==> config.mk <==
export PLATFORM = sky130hd
export DESIGN_NAME = pix_sq_err_stage
export DESIGN_NICKNAME = d
export VERILOG_FILES = /design/src/rtl/pix_sq_err_stage.sv
export SDC_FILE = /design/constraint.sdc
export NUM_CORES = 1
export LEC_CHECK = 0
export ABC_AREA = 1
export BUFFER_PORTS_ARGS = -buffer_cell sky130_fd_sc_hd__buf_4
export CAP_MARGIN = 20
export CORE_UTILIZATION = 60
export DETAILED_ROUTE_END_ITERATION = 16
export GPL_ROUTABILITY_DRIVEN = 0
export MAX_ROUTING_LAYER = met4
export PLACE_DENSITY = 0.87
export SLEW_MARGIN = 5
export SYNTH_ARGS = -nofsm -noshare
export SYNTH_HDL_FRONTEND = slang
export SYNTH_SLANG_ARGS = --single-unit
==> constraint.sdc <==
create_clock -name clk -period 6.7 [get_ports clk]
set_input_delay 0.67 -clock clk [delete_from_list [all_inputs] [get_ports clk]]
set_output_delay 0.67 -clock clk [all_outputs]
set_load 0.01 [all_outputs]
==> src/rtl/pix_sq_err_stage.sv <==
// Pixel squared-error stage: compares approximate-multiplier squares with exact op*op per channel.
// Latency: out_valid two cycles after acceptance, sustained 1 beat/cycle without backpressure.
// Backpressure: out_ready low stalls both stages in place; in_ready drops once stage 2 cannot drain.
//
// Ports:
//   clk, rst (sync, active-high), start (frame start pulse)
//   in_valid/in_ready, op_r/g/b [7:0], apx_r/g/b [15:0]   : upstream beat
//   out_valid/out_ready, out_r/g/b [7:0]                  : downstream beat (apx[15:8])
//   err_sum [ACC_W-1:0] (saturating), err_cnt, pix_cnt    : per-frame statistics
//   frame_done                                            : high in DONE
//   err_max [15:0]                                        : only with PIX_SQ_ERR_MAX_EN defined
// Optional feature macro: PIX_SQ_ERR_MAX_EN (adds err_max output and its tracking).
module pix_sq_err_stage #(
  parameter int NPIX  = 262144,
  parameter int ACC_W = 48
) (
  input  logic             clk,
  input  logic             rst,
  input  logic             start,
  input  logic             in_valid,
  output logic             in_ready,
  input  logic [7:0]       op_r,
  input  logic [7:0]       op_g,
  input  logic [7:0]       op_b,
  input  logic [15:0]      apx_r,
  input  logic [15:0]      apx_g,
  input  logic [15:0]      apx_b,
  output logic             out_valid,
  input  logic             out_ready,
  output logic [7:0]       out_r,
  output logic [7:0]       out_g,
  output logic [7:0]       out_b,
  output logic [ACC_W-1:0] err_sum,
  output logic [31:0]      err_cnt,
  output logic [31:0]      pix_cnt,
`ifdef PIX_SQ_ERR_MAX_EN
  output logic [15:0]      err_max,
`endif
  output logic             frame_done
);

  localparam logic [31:0] NPIX_W = 32'(NPIX);
  // One bit wider than both the accumulator and the 3-channel error sum, so overflow is visible.
  localparam int SUM_W = ((ACC_W > 18) ? ACC_W : 18) + 1;

  typedef enum logic [1:0] {IDLE, RUN, DRAIN, DONE} state_t;

  state_t           state_q, state_d;
  logic [31:0]      acc_cnt_q, acc_cnt_d;
  logic             s1_vld_q, s1_vld_d;
  logic [2:0][15:0] s1_apx_q, s1_apx_d;
  logic [2:0][15:0] s1_sq_q, s1_sq_d;
  logic             s2_vld_q, s2_vld_d;
  logic [2:0][15:0] s2_err_q, s2_err_d;
  logic [2:0][7:0]  s2_byte_q, s2_byte_d;
  logic [ACC_W-1:0] err_sum_q, err_sum_d;
  logic [31:0]      err_cnt_q, err_cnt_d;
  logic [31:0]      pix_cnt_q, pix_cnt_d;
`ifdef PIX_SQ_ERR_MAX_EN
  logic [15:0]      err_max_q, err_max_d;
`endif

  logic             adv, accept, consume;
  logic [2:0][7:0]  op_in;
  logic [2:0][15:0] apx_in, err_s1;
  logic [17:0]      err_tot;
  logic [SUM_W-1:0] sum_w;
  logic [31:0]      nz_cnt;

  always_comb begin
    // Channel index: 2 = r, 1 = g, 0 = b.
    op_in   = {op_r, op_g, op_b};
    apx_in  = {apx_r, apx_g, apx_b};
    adv     = !s2_vld_q || out_ready;
    in_ready = !rst && (state_q == RUN) && (acc_cnt_q < NPIX_W) && adv;
    accept  = in_valid && in_ready;
    consume = s2_vld_q && out_ready;

    for (int c = 0; c < 3; c++) begin
      err_s1[c] = (s1_apx_q[c] >= s1_sq_q[c]) ? (s1_apx_q[c] - s1_sq_q[c])
                                              : (s1_sq_q[c] - s1_apx_q[c]);
    end
    err_tot = 18'(s2_err_q[0]) + 18'(s2_err_q[1]) + 18'(s2_err_q[2]);
    sum_w   = SUM_W'(err_sum_q) + SUM_W'(err_tot);
    nz_cnt  = 32'(|s2_err_q[0]) + 32'(|s2_err_q[1]) + 32'(|s2_err_q[2]);

    state_d   = state_q;
    acc_cnt_d = acc_cnt_q;
    s1_vld_d  = s1_vld_q;
    s1_apx_d  = s1_apx_q;
    s1_sq_d   = s1_sq_q;
    s2_vld_d  = s2_vld_q;
    s2_err_d  = s2_err_q;
    s2_byte_d = s2_byte_q;
    err_sum_d = err_sum_q;
    err_cnt_d = err_cnt_q;
    pix_cnt_d = pix_cnt_q;
`ifdef PIX_SQ_ERR_MAX_EN
    err_max_d = err_max_q;
`endif

    // Both stages shift together; when stage 2 is stuck, nothing moves.
    if (adv) begin
      s1_vld_d = accept;
      if (accept) begin
        s1_apx_d = apx_in;
        for (int c = 0; c < 3; c++) s1_sq_d[c] = 16'(op_in[c]) * 16'(op_in[c]);
      end
      s2_vld_d = s1_vld_q;
      if (s1_vld_q) begin
        s2_err_d = err_s1;
        for (int c = 0; c < 3; c++) s2_byte_d[c] = s1_apx_q[c][15:8];
      end
    end

    if (consume) begin
      err_sum_d = (|(sum_w >> ACC_W)) ? '1 : sum_w[ACC_W-1:0];
      err_cnt_d = err_cnt_q + nz_cnt;
      pix_cnt_d = pix_cnt_q + 32'd1;
`ifdef PIX_SQ_ERR_MAX_EN
      for (int c = 0; c < 3; c++) begin
        if (s2_err_q[c] > err_max_d) err_max_d = s2_err_q[c];
      end
`endif
    end

    case (state_q)
      IDLE, DONE: begin
        // Stages are empty here, so clearing cannot collide with a consume.
        if (start) begin
          state_d   = RUN;
          acc_cnt_d = '0;
          err_sum_d = '0;
          err_cnt_d = '0;
          pix_cnt_d = '0;
`ifdef PIX_SQ_ERR_MAX_EN
          err_max_d = '0;
`endif
        end
      end
      RUN: begin
        if (accept) begin
          acc_cnt_d = acc_cnt_q + 32'd1;
          if (acc_cnt_q == NPIX_W - 32'd1) state_d = DRAIN;
        end
      end
      DRAIN: begin
        if (!s1_vld_q && !s2_vld_q) state_d = DONE;
      end
      default: state_d = IDLE;
    endcase
  end

  always_ff @(posedge clk) begin
    if (rst) begin
      state_q   <= IDLE;
      acc_cnt_q <= '0;
      s1_vld_q  <= 1'b0;
      s1_apx_q  <= '0;
      s1_sq_q   <= '0;
      s2_vld_q  <= 1'b0;
      s2_err_q  <= '0;
      s2_byte_q <= '0;
      err_sum_q <= '0;
      err_cnt_q <= '0;
      pix_cnt_q <= '0;
`ifdef PIX_SQ_ERR_MAX_EN
      err_max_q <= '0;
`endif
    end else begin
      state_q   <= state_d;
      acc_cnt_q <= acc_cnt_d;
      s1_vld_q  <= s1_vld_d;
      s1_apx_q  <= s1_apx_d;
      s1_sq_q   <= s1_sq_d;
      s2_vld_q  <= s2_vld_d;
      s2_err_q  <= s2_err_d;
      s2_byte_q <= s2_byte_d;
      err_sum_q <= err_sum_d;
      err_cnt_q <= err_cnt_d;
      pix_cnt_q <= pix_cnt_d;
`ifdef PIX_SQ_ERR_MAX_EN
      err_max_q <= err_max_d;
`endif
    end
  end

  assign out_valid  = s2_vld_q;
  assign out_r      = s2_byte_q[2];
  assign out_g      = s2_byte_q[1];
  assign out_b      = s2_byte_q[0];
  assign err_sum    = err_sum_q;
  assign err_cnt    = err_cnt_q;
  assign pix_cnt    = pix_cnt_q;
  assign frame_done = (state_q == DONE);
`ifdef PIX_SQ_ERR_MAX_EN
  assign err_max    = err_max_q;
`endif

endmodule
Yosys cells after proc, flatten, opt, wreduce, memory -nomap -nowiden

Index checks and enable logic that the tools add are counted.

Equal/unequal tests: 8
Muxes and demuxes: 21
Shifts and indexed selects: 0
Reductions and logical operators: 20
Multipliers: 3
Add/sub/neg operators: 14
$lt $le $gt $ge: 4
Bitwise operators: 0
Div/mod/pow operators: 0

Operators with widths:

| kind                                                         | count |
|---|---|
| two-way mux 32 bit                                           | 8 |
| two-way mux 48 bit                                           | 4 |
| subtractor 16 bit                                            | 6 |
| adder 32 x 1 -> 32 bit, second input constant                | 2 |
| case mux 32 bit (2 select lines)                             | 1 |
| adder 48 x 18 -> 49 bit                                      | 1 |
| >= comparator 16 bit                                         | 3 |
| multiplier 8 x 8 -> 16 bit                                   | 3 |
| two-way mux 16 bit                                           | 3 |
| OR reduction 16 bit                                          | 3 |
| adder 32 x 3 -> 32 bit                                       | 1 |
| equality test 32 x 18 -> 1 bit, second input constant        | 1 |
| less-than comparator 32 x 19 -> 1 bit, second input constant | 1 |
| adder 17 x 16 -> 18 bit                                      | 1 |
| adder 16 x 16 -> 17 bit                                      | 1 |
| two-way mux 2 bit                                            | 4 |
| logical AND 1 bit                                            | 6 |
| inequality test 2 bit, second input constant                 | 3 |
| case mux 2 bit (3 select lines)                              | 1 |
| equality test 2 bit, second input constant                   | 2 |
| AND reduction 2 bit                                          | 2 |
| AND reduction 4 bit                                          | 1 |
| adder 2 x 1 -> 3 bit                                         | 1 |
| zero test 1 bit                                              | 3 |
| other kinds (8)                                              | 8 |

Output and inout port bits: 139
Bits in writable memories: 0
Bits in read-only memories: 0
Latch bits: 0
Memories kept: 0
Logic and storage cells: 89
Flip-flop bits (word level): 316
Input port bits: 77

Logic depth before layout (Yosys ltp)

Word-level depth: 7
Gate-level depth with buffers: 22
Depth with buffers taken out: 21

Least setup slack after synthesis

Ideal clock, no wire load.

Path type: input port to flip-flop
Start point: input port op_r[5]
End point: register s1_sq_q[45] (netlist name)
Arrival: 4,433 ps
Slack: 2,158 ps
Stages on the path: 19
Required time: 6,591 ps
Cells stage by stage: clkbuf_1 nand2_1 inv_1 fa_1 fa_1 inv_1 fa_1 fa_1 inv_1 ha_1 a21oi_1 a21boi_0 o21ai_0 nand3_1 nand2_1 nand2_1 nand3_1 nand2_1 inv_1

Cells in the longest elaborated chain, start to end: 1

Ends and longest elaborated chain:

| item                       | RTL line | text |
|---|---|---|
| start: declaration         | 22       | `input logic [7:0] op_r,` |
| multiplier 8 x 8 -> 16 bit | 107      | `for (int c = 0; c < 3; c++) s1_sq_d[c] = 16'(op_in[c]) * 16'(op_in[c]);` |
| end signal: assignment     | 175      | `s1_sq_q <= s1_sq_d;` |
| end: declaration           | 52       | `logic [2:0][15:0] s1_sq_q, s1_sq_d;` |

No other way between the ends.
A chain may end at the register's enable or synchronous reset.

Worst setup path in the final report

Start point: input port op_b[6]
End point: register s1_sq_q[13] (netlist name)

Cells in the longest elaborated chain, start to end: 1

Ends and longest elaborated chain:

| item                       | RTL line | text |
|---|---|---|
| start: declaration         | 24       | `input logic [7:0] op_b,` |
| multiplier 8 x 8 -> 16 bit | 107      |  |

No other way between the ends.

==> results.txt <==
status: finished, final reports clean
worst skew pair latency: 0.56 ns
Max Transition Viols Final: 0
Routed Wire Length: 66410 um
post-synth cell types: 53
minimum clock period: 4.153 ns
Critical R2R Launch: s2_err_q[35]$_SDFFE_PP0P_
Cells after Synth: 3881
PwrDens: 302.2 nW/um^2
Post-Syn Area per Cell: 6.734 um^2
P&R area growth vs syn: 11.71%
dpl cells: 4555
post-route ant nets: 0
Wirelength per Cell: 14.38 um
Least-Margin Pin Slew: 0.9949 ns
# diodes: 0
global-route wire length before repair: 110800 um
CTS tree: done
largest net degree at the start of global routing: 107
most frequent cells in the layout: 809 x nand2_1, 737 x inv_1, 347 x a21oi_1
Clk pin slew, worst setup/hold paths: 0.06 ns
vias in the first global route: 23240
initial antenna violation count: 0
sequential cell area fraction in the yosys report: 23.97%
hold path depth: 3
DR vias/cell: 5.402
met1 Use GR: 39.99%
Final Skew: 0.02057 ns
Setup Buffers After CTS: 0
IO Count: 216
Num Clock Sinks: 313
Static Leak: 14.59 nW
final hold vios: 0
first-pass iteration count of the detailed router: 6
gr busiest metal: met2
CP Class: in -> reg
Ys Warns: 0
HP Class: in -> reg
Max Clock Freq: 0.2408 GHz
FF-to-FF End: err_cnt[30]$_SDFF_PP0_
Die X: 210.7 um
core outline area: 42980 um^2
Arr. time, crit path: 4.61 ns
total grt overflow: 0
Cell Rows: 76
cts hold-fix bufs: 0
Final #Nets: 4409
Startpoint Class: input pin
DRC: 0
initial core utilization: 60.81%
peak supply drop: 0.0001834 V
Final setup violation count: 0
top cell type's share of synthesized area: 23.97%
fin crit share: 61.99%
Crit. End Element: flop
hold path endpoint: s1_apx_q[47]$_SDFFE_PP0P_
Worst slew margin: 33.68%
die height: 210.7 um
RSZ-0062 raised after global routing: no
top cells by area, synth: dfxtp_1 24%, nand2_1 12%, inv_1 11%, ha_1 10%, fa_1 8.6%
reg2reg setup slack: 2.90 ns
most common cell after layout, fill and taps aside: nand2_1
Critical Path RT: 7.16 ns
via count: 24960
leading area contributor after synthesis: dfxtp_1
depth of the most critical reg-to-reg path: 21
M2 GR Usage: 50.14%
maxcap violations: 0
DP Area: 27930 um^2
clock tree buffer depth: 3
port bufs: 215
Post-Syn Area: 26140 um^2
die footprint: 44400 um^2
Total GRT Usage: 30.84%
clock root cell: clkbuf_16
final instance area: 29200 um^2
flops & latches, synth: 313
final non-filler cell total: 4620
post-detail-place hpwl: 51310 um
H-Tree Level Count: 2
initial DRC count: 2344
Hold Startpoint: apx_r[15]
layout cells sized above 1: 9.120%
number of buffers created by CTS: 36
M3 GR Usage: 3.836%
setup_tns: 0 ns
crit path max fanout: 8
cts repair resizes: 0
cell type report:
class	count	area, um^2
Multi-Input combinational cell	2675	16400
Fill cell	3785	13780
Sequential cell	313	6266
Inverter	758	2849
Timing Repair Buffer	224	1682
Clock buffer	46	1018
Tap cell	585	732.0
Clock inverter	19	252.7
critical path, cell delays in order:
cell and delay (ns):
buf_4 0.14, nand2_1 0.12, inv_1 0.07, fa_1 0.48
fa_1 0.57, inv_1 0.07, fa_1 0.50, fa_1 0.54
inv_1 0.04, ha_1 0.33, a21oi_1 0.18, a21boi_0 0.30
o21ai_0 0.18, nand3_1 0.11, nand2_1 0.05, nand2_1 0.06
nand3_1 0.06, nand2_1 0.09, inv_1 0.04
state kept, by name, summed over array words and instances, names as in the netlist:
name,cells
acc_cnt_q,32
err_cnt,32
err_sum,48
out_b,8
out_g,8
out_r,8
out_valid,1
pix_cnt,32
s1_apx_q,48
s1_sq_q,45
s1_vld_q,1
s2_err_q,48
state_q,2
stage by stage:
step                setup slack, ns  utilization (%)  power, mW  hold WS [ns]
floorplan                     2.158                -      5.836        0.4180
global placement              2.093            64.97      6.524        0.4266
detailed placement            2.004            64.97      6.615        0.4292
CTS                           2.592            67.93      8.770        0.3635
global route                  2.298            67.93      9.540        0.3787
finish                        2.547            67.93      8.824        0.3745
cell usage after synthesis, drive strengths merged:
cell and n:
ha 212, nand4 53, a21oi 351, o21ai 232
o21a 20, nor3b 1, o221ai 6, xor2 107
a22oi 5, nand3b 14, o2111ai 2, buf 49
nor3 81, o21bai 19, nand2 822, fa 112
mux2i 2, nand3 225, a21boi 2, clkbuf 87
or2 3, dfxtp 313, o211ai 12, inv 756
and3 3, clkinv 2, a21o 7, a31oi 8
conb 1, xnor2 37, a211oi 8, nor4 9
nor2 320
per-layer routing:
metal	vias to the layer above	wire length, um	share of wire (%)
met1	11330	29630	45
met4	0	1829	2.8
met5	-	0	0
li1	12500	-	-
met3	152	4842	7.3
met2	980	30120	45
worst max-delay path by stage:
stage,from,endpoint,cells past startpoint
2_1_floorplan,op_r[5],s1_sq_q[45]$_SDFFE_PP0P_,19
3_3_place_gp,op_g[7],s1_sq_q[29]$_SDFFE_PP0P_,19
3_5_place_dp,op_g[7],s1_sq_q[29]$_SDFFE_PP0P_,19
4_1_cts,op_g[7],s1_sq_q[29]$_SDFFE_PP0P_,19
5_1_grt,op_b[6],s1_sq_q[13]$_SDFFE_PP0P_,19
6_report,op_b[6],s1_sq_q[13]$_SDFFE_PP0P_,19
report_power, final:
| group | internal [mW] | switching (mW) | leakage, nW |
|---|---|---|---|
| registers | 1.97 | 0.0728 | 2.53 |
| clock network | 1.28 | 0.840 | 0.635 |
| logic | 1.62 | 3.05 | 11.4 |
cells by family (layout without fill, tap and decap cells):
family	Yosys count	in the layout	synth area share, %
AOI/OAI and AO/OA	672	672	13.87
xor gates and xnor gates	144	144	4.826
adders and majority gates	324	324	18.73
buffers and inverters	894	1047	13.40
DFF	313	313	23.97
muxes	2	2	0.07660
other	1	2	0.01435
and+or+nand+nor	1531	1531	25.11
No activity file was read; power rests on OpenSTA's default activity.
